--- config.mk ---
export PLATFORM = sky130hd
export DESIGN_NAME = im_dmem_access_ctrl_flat
export DESIGN_NICKNAME = d
export VERILOG_FILES = /design/src/rtl/im_mem_pkg.sv /design/src/rtl/im_dmem_access_ctrl_if.sv /design/src/rtl/im_load_aligner.sv /design/src/rtl/im_dmem_access_ctrl.sv /design/src/flat_wrapper.sv
export SDC_FILE = /design/constraint.sdc
export NUM_CORES = 1
export LEC_CHECK = 0
export ABC_AREA = 1
export CORE_MARGIN = 2
export CORE_UTILIZATION = 47
export DETAILED_ROUTE_END_ITERATION = 7
export PLACE_DENSITY = 0.86
export SYNTH_ARGS = -nofsm -noshare
export SYNTH_HDL_FRONTEND = slang
export SYNTH_SLANG_ARGS = --single-unit
--- constraint.sdc ---
create_clock -name clk -period 2.45 [get_ports clk]
set_clock_uncertainty 0.1 [all_clocks]
set_input_delay 0.245 -clock clk [delete_from_list [all_inputs] [get_ports clk]]
set_output_delay 0.245 -clock clk [all_outputs]
set_load 0.1 [all_outputs]
--- src/rtl/im_mem_pkg.sv ---
// im_mem_pkg: access sizes, controller states and byte-lane helpers for the IM data-memory stage
package im_mem_pkg;
    localparam logic [1:0] SZ_BYTE = 2'b00;
    localparam logic [1:0] SZ_HALF = 2'b01;
    localparam logic [1:0] SZ_WORD = 2'b10;
    typedef enum logic [1:0] {IDLE, REQ, WAIT, DONE} state_t;
    function automatic logic [3:0] be_of(input logic [1:0] sz, input logic [1:0] off);
        return sz == SZ_BYTE ? 4'b1000 >> off : sz == SZ_HALF ? (off[1] ? 4'b0011 : 4'b1100) : 4'b1111;
    endfunction
    function automatic logic [31:0] wdata_of(input logic [1:0] sz, input logic [31:0] d);
        return sz == SZ_BYTE ? {4{d[7:0]}} : sz == SZ_HALF ? {2{d[15:0]}} : d;
    endfunction
    function automatic logic misaligned(input logic [1:0] sz, input logic [1:0] off);
        return sz == SZ_HALF ? off[0] : sz != SZ_BYTE && off != 2'b00;
    endfunction
endpackage

--- src/rtl/im_dmem_access_ctrl_if.sv ---
// im_dmem_access_ctrl_if: ready/valid data-memory port
//   master: req, we, addr, be, wdata out; ready, rvalid, rdata in
//   slave : the mirror image
interface im_dmem_access_ctrl_if #(parameter int ADDR_W = 32);
    logic              req;
    logic              we;
    logic [ADDR_W-1:0] addr;
    logic [3:0]        be;
    logic [31:0]       wdata;
    logic              ready;
    logic              rvalid;
    logic [31:0]       rdata;
    modport master(output req, we, addr, be, wdata, input ready, rvalid, rdata);
    modport slave(input req, we, addr, be, wdata, output ready, rvalid, rdata);
endinterface

--- src/rtl/im_load_aligner.sv ---
// im_load_aligner: selects the big-endian byte/half lane of a read word and sign/zero-extends it
//   rdata in 32, off in 2, sz in 2, sx in 1, result out 32
module im_load_aligner
    import im_mem_pkg::*;
(
    input  logic [31:0] rdata,
    input  logic [1:0]  off,
    input  logic [1:0]  sz,
    input  logic        sx,
    output logic [31:0] result
);
    logic [31:0] sh;
    logic [15:0] h;
    // shifting the addressed byte into the top lane makes offset 0 = bits 31:24
    assign sh = rdata << {off, 3'b000};
    assign h = off[1] ? rdata[15:0] : rdata[31:16];
    assign result = sz == SZ_BYTE ? {{24{sx & sh[31]}}, sh[31:24]} :
                    sz == SZ_HALF ? {{16{sx & h[15]}}, h} : rdata;
endmodule

--- src/rtl/im_dmem_access_ctrl.sv ---
// im_dmem_access_ctrl: IM-stage data-memory access FSM with pipeline stall and load alignment
//   clk, rst (sync, active high)
//   mem_access_in, addr_in, store_data_in, access_size_in, rw_in, sign_extend_in: IX/IM request fields
//   dmem (master): ready/valid data-memory port
//   stall, load_data_out, load_valid_out, misalign_err: pipeline-facing results
//   MISALIGN_TRAP_EN: misaligned half/word accesses trap to DONE with misalign_err instead of accessing memory
module im_dmem_access_ctrl
    import im_mem_pkg::*;
#(
    parameter int ADDR_W = 32
) (
    input  logic                   clk,
    input  logic                   rst,
    input  logic                   mem_access_in,
    input  logic [ADDR_W-1:0]      addr_in,
    input  logic [31:0]            store_data_in,
    input  logic [1:0]             access_size_in,
    input  logic                   rw_in,
    input  logic                   sign_extend_in,
    im_dmem_access_ctrl_if.master  dmem,
    output logic                   stall,
    output logic [31:0]            load_data_out,
    output logic                   load_valid_out,
    output logic                   misalign_err
);
    state_t      state;
    logic [1:0]  a_off;
    logic [1:0]  a_sz;
    logic        a_rw;
    logic        a_sx;
    logic        mis;
    logic [31:0] aligned;
`ifdef MISALIGN_TRAP_EN
    assign mis = misaligned(access_size_in, addr_in[1:0]);
`else
    assign mis = 1'b0;
`endif
    assign stall = (state == IDLE && mem_access_in) || state == REQ || state == WAIT;
    im_load_aligner u_align (
        .rdata  (dmem.rdata),
        .off    (a_off),
        .sz     (a_sz),
        .sx     (a_sx),
        .result (aligned)
    );
    always_ff @(posedge clk) begin
        if (rst) begin
            state          <= IDLE;
            a_off          <= 2'b00;
            a_sz           <= SZ_BYTE;
            a_rw           <= 1'b0;
            a_sx           <= 1'b0;
            dmem.req       <= 1'b0;
            dmem.we        <= 1'b0;
            dmem.addr      <= '0;
            dmem.be        <= 4'b0000;
            dmem.wdata     <= 32'h0;
            load_data_out  <= 32'h0;
            load_valid_out <= 1'b0;
            misalign_err   <= 1'b0;
        end else begin
            load_valid_out <= 1'b0;
            misalign_err   <= 1'b0;
            case (state)
                IDLE: if (mem_access_in) begin
                    a_off <= addr_in[1:0];
                    a_sz  <= access_size_in;
                    a_rw  <= rw_in;
                    a_sx  <= sign_extend_in;
                    if (mis) begin
                        misalign_err <= 1'b1;
                        state        <= DONE;
                    end else begin
                        dmem.req   <= 1'b1;
                        dmem.we    <= rw_in;
                        dmem.addr  <= {addr_in[ADDR_W-1:2], 2'b00};
                        dmem.be    <= be_of(access_size_in, addr_in[1:0]);
                        dmem.wdata <= wdata_of(access_size_in, store_data_in);
                        state      <= REQ;
                    end
                end
                REQ: if (dmem.ready) begin
                    dmem.req <= 1'b0;
                    dmem.we  <= 1'b0;
                    state    <= a_rw ? DONE : WAIT;
                end
                WAIT: if (dmem.rvalid) begin
                    load_data_out  <= aligned;
                    load_valid_out <= 1'b1;
                    state          <= DONE;
                end
                default: state <= IDLE;
            endcase
        end
    end
endmodule

--- src/flat_wrapper.sv ---
// flat-port wrapper written by rule: the top's interface ports become plain ports
module im_dmem_access_ctrl_flat import im_mem_pkg::*;
#(
    parameter int ADDR_W = 32
)
  (clk, rst, mem_access_in, addr_in, store_data_in, access_size_in, rw_in, sign_extend_in, stall, load_data_out, load_valid_out, misalign_err, dmem_req, dmem_we, dmem_addr, dmem_be, dmem_wdata, dmem_ready, dmem_rvalid, dmem_rdata);
  im_dmem_access_ctrl_if #(.ADDR_W(ADDR_W)) dmem_i ();
  input  logic clk;
  input  logic rst;
  input  logic mem_access_in;
  input  logic [ADDR_W-1:0] addr_in;
  input  logic [31:0] store_data_in;
  input  logic [1:0] access_size_in;
  input  logic rw_in;
  input  logic sign_extend_in;
  output logic stall;
  output logic [31:0] load_data_out;
  output logic load_valid_out;
  output logic misalign_err;
  output wire logic [$bits(dmem_i.req)-1:0] dmem_req;
  output wire logic [$bits(dmem_i.we)-1:0] dmem_we;
  output wire logic [$bits(dmem_i.addr)-1:0] dmem_addr;
  output wire logic [$bits(dmem_i.be)-1:0] dmem_be;
  output wire logic [$bits(dmem_i.wdata)-1:0] dmem_wdata;
  input wire logic [$bits(dmem_i.ready)-1:0] dmem_ready;
  input wire logic [$bits(dmem_i.rvalid)-1:0] dmem_rvalid;
  input wire logic [$bits(dmem_i.rdata)-1:0] dmem_rdata;
  assign dmem_req = dmem_i.req;
  assign dmem_we = dmem_i.we;
  assign dmem_addr = dmem_i.addr;
  assign dmem_be = dmem_i.be;
  assign dmem_wdata = dmem_i.wdata;
  assign dmem_i.ready = dmem_ready;
  assign dmem_i.rvalid = dmem_rvalid;
  assign dmem_i.rdata = dmem_rdata;
  im_dmem_access_ctrl #(.ADDR_W(ADDR_W)) u_core (.clk(clk), .rst(rst), .mem_access_in(mem_access_in), .addr_in(addr_in), .store_data_in(store_data_in), .access_size_in(access_size_in), .rw_in(rw_in), .sign_extend_in(sign_extend_in), .dmem(dmem_i), .stall(stall), .load_data_out(load_data_out), .load_valid_out(load_valid_out), .misalign_err(misalign_err));
endmodule
==> metrics.txt <==
Setup WS pre-CTS 0.399 ns; switching share of power 0.539; Slew Limit Fails 0; CTS root buffer clkbuf_16; Syn Area/Cell 6.61 um^2; cell family with most CP delay buffers and inverters; Detail Placement HPWL 11.3 mm; Total GRT Usage 0.265; Data arrival, critical path 1.97 ns; minimum clock period 2.31 ns; core area 10900 um^2; via-per-instance ratio 5.04; LEAKAGE 3.73 nW; vias 5690; vias in the first global route 5236; RSZ-0062 raised after global routing false; gr ovfl total 0; CTS tree yes; buffer count from post-CTS setup fixing 0; Hold Vio Cnt, Final 0; synthesized area 5300 um^2; worst hold path class flip-flop to flip-flop; CP max-delay cell buf_4; Max Fclk 432 MHz; Power Total 9.83 mW; commonest non-fill, non-tap cell in the layout nor2_1; Seq/Total Area, Yosys 0.412; reg-to-reg slack, setup 0.51 ns; switching power 5.30 mW; DR WL/cell 13.9 um; nets 1094; max cap viols 0; largest net degree at the start of global routing 57; Synth Instances 802; htree depth 3; post-cts gate resize count 0; crit start category flip-flop; Seq pwr share 0.250; clk sinks 109; Fillers 967; final hold slack 0.370 ns; worst skew pair latency 0.35 ns; first-pass GRT wire length 25.0 mm; Die X 110 um; ANT nets after route 0; Critical Path Max Stage Delay 0.41 ns; register area 2180 um^2; clock buffer depth 2; DRT iter0 DRCs 415; CP Depth 6; DRC viols 0; TNS Setup 0 ns; CP required 2.11 ns; PwrDens 1310 nW/um^2; internal power 4.53 mW; I/O Buffers 206; CP Cell Sequence inv_1, ha_1, nand2_2, buf_4, nand3_1, buf_12; area grow syn2layout 41.9%; Peak VDD IR 0.990 mV; Detailed Routing Iterations Pass 1 5; row cnt 38; fraction of layout cells with a size suffix above 1 0.149; synth unique cells 28; flops & latches, synth 109; crit-path max FO 54; Hold Path Cell Cnt 2; ant diodes 0; Hold Buf Count CTS 0; critical path endpoint category output pin; Max-slew headroom 0.666; clock share of power 0.178; RePlAce Congestion 0.882; Die Area 12100 um^2; initial antenna violation count 0; Die Height 110 um; synth warn 0; critical path type flip-flop to output pin; TritonCTS Buffers 9; crit share post-route 0.944; Setup Viol. Count Final 0; Final WS setup 0.137 ns; Critical path buffers and inverters 3; combinational share of power 0.572; io pins 210; Worst-path clk slew 0.08 ns; Least-Margin Pin Slew 0.501 ns; area of the multi-input gates 2460 um^2; drt total wl 15.7 mm; worst-case reg-to-reg path depth 9; Initial Util 0.485; outcome complete, no violations; most frequent cells in the layout nor2_1, nand2_1, buf_4, dfxtp_1, clkdlybuf4s50_1
-- path summary, 6_finish.rpt --
kind                       end       startpoint
min reg2reg    u_core.dmem.req  u_core.dmem.req
max reg2reg  u_core.dmem.be[1]  u_core.state[0]
max                      stall  u_core.state[0]
min            u_core.dmem.req  u_core.dmem.req
-- Yosys cell counts --
| library cell | number | area (um^2) |
|---|---|---|
| clkbuf_1 | 15 | 56.3 |
| inv_2 | 7 | 26.3 |
| o21ai_0 | 63 | 315 |
| o21bai_1 | 7 | 52.6 |
| a211oi_1 | 9 | 67.6 |
| buf_4 | 7 | 52.6 |
| inv_1 | 99 | 372 |
| nor2_4 | 2 | 22.5 |
| o221ai_1 | 8 | 70.1 |
| o21ai_1 | 6 | 30.0 |
| nand3_1 | 67 | 335 |
| nand4_4 | 1 | 21.3 |
| o21a_1 | 1 | 7.51 |
| or2_2 | 2 | 12.5 |
| o211ai_1 | 9 | 67.6 |
| dfxtp_1 | 109 | 2180 |
| nand4_1 | 1 | 6.26 |
| conb_1 | 1 | 3.75 |
| nor2_1 | 186 | 698 |
| buf_2 | 22 | 110 |
| nor2_2 | 1 | 6.26 |
| ha_1 | 5 | 62.6 |
| a21oi_1 | 11 | 55.1 |
| nand3_4 | 1 | 17.5 |
| nand2_1 | 155 | 582 |
| nand3_2 | 1 | 10.0 |
| nand2_2 | 2 | 12.5 |
| buf_6 | 4 | 45.0 |
-- through the flow --
stage	area, um^2	util	cells
floorplan	5310	-	804
global placement	7160	0.655	1113
detailed placement	7160	0.655	1113
CTS	7520	0.688	1129
global route	7520	0.688	1129
finish	7520	0.688	1129
-- power groups by stage --
stage	sequential, mW	clock [mW]	combinational (mW)
floorplan	5.23	0	1.65
global placement	2.48	0	5.57
detailed placement	2.49	0	5.61
CTS	2.46	1.77	5.63
global route	2.51	1.85	5.97
finish	2.46	1.75	5.62
-- cell type report --
class / count / area share
repair buffers: 217 / 0.258
well taps: 140 / 0.0233
clock buffers: 9 / 0.0300
flip-flops and latches: 109 / 0.290
inverters: 106 / 0.0529
clock inverters: 7 / 0.0180
multi-input cells: 541 / 0.328
-- worst reg2reg max path: stages, from the launching register on --
cell	delay (ns)
dfxtp_1	0.36
inv_1	0.09
ha_1	0.23
nand2_2	0.08
buf_4	0.41
nor2_1	0.14
a21oi_1	0.20
o211ai_1	0.12
nand2_1	0.08
inv_1	0.04
-- routing by layer --
layer	track usage	part of all wire
met4	0.0938	0.025
met3	0.0829	0.10
met2	0.444	0.47
met1	0.320	0.41
met5	0	0
-- cells by family after synthesis --
logic type | after synthesis | synth area share
and+or+nand+nor | 419 | 0.325
buffers and inverters | 154 | 0.125
DFF | 109 | 0.412
AOI/OAI and AO/OA | 114 | 0.126
adders and majority gates | 5 | 0.0118
other | 1 | 0.000708
-- flip-flops by register name, summed over array words and instances (netlist names) --
signal                 cells
u_core.load_valid_out      1
u_core.state               2
u_core.a_sx                1
u_core.dmem.wdata         32
u_core.dmem.addr          30
u_core.a_off               2
u_core.dmem.be             4
u_core.a_rw                1
u_core.load_data_out      32
u_core.dmem.req            1
u_core.a_sz                2
u_core.dmem.we             1
Power figures use the tool's default switching activity.
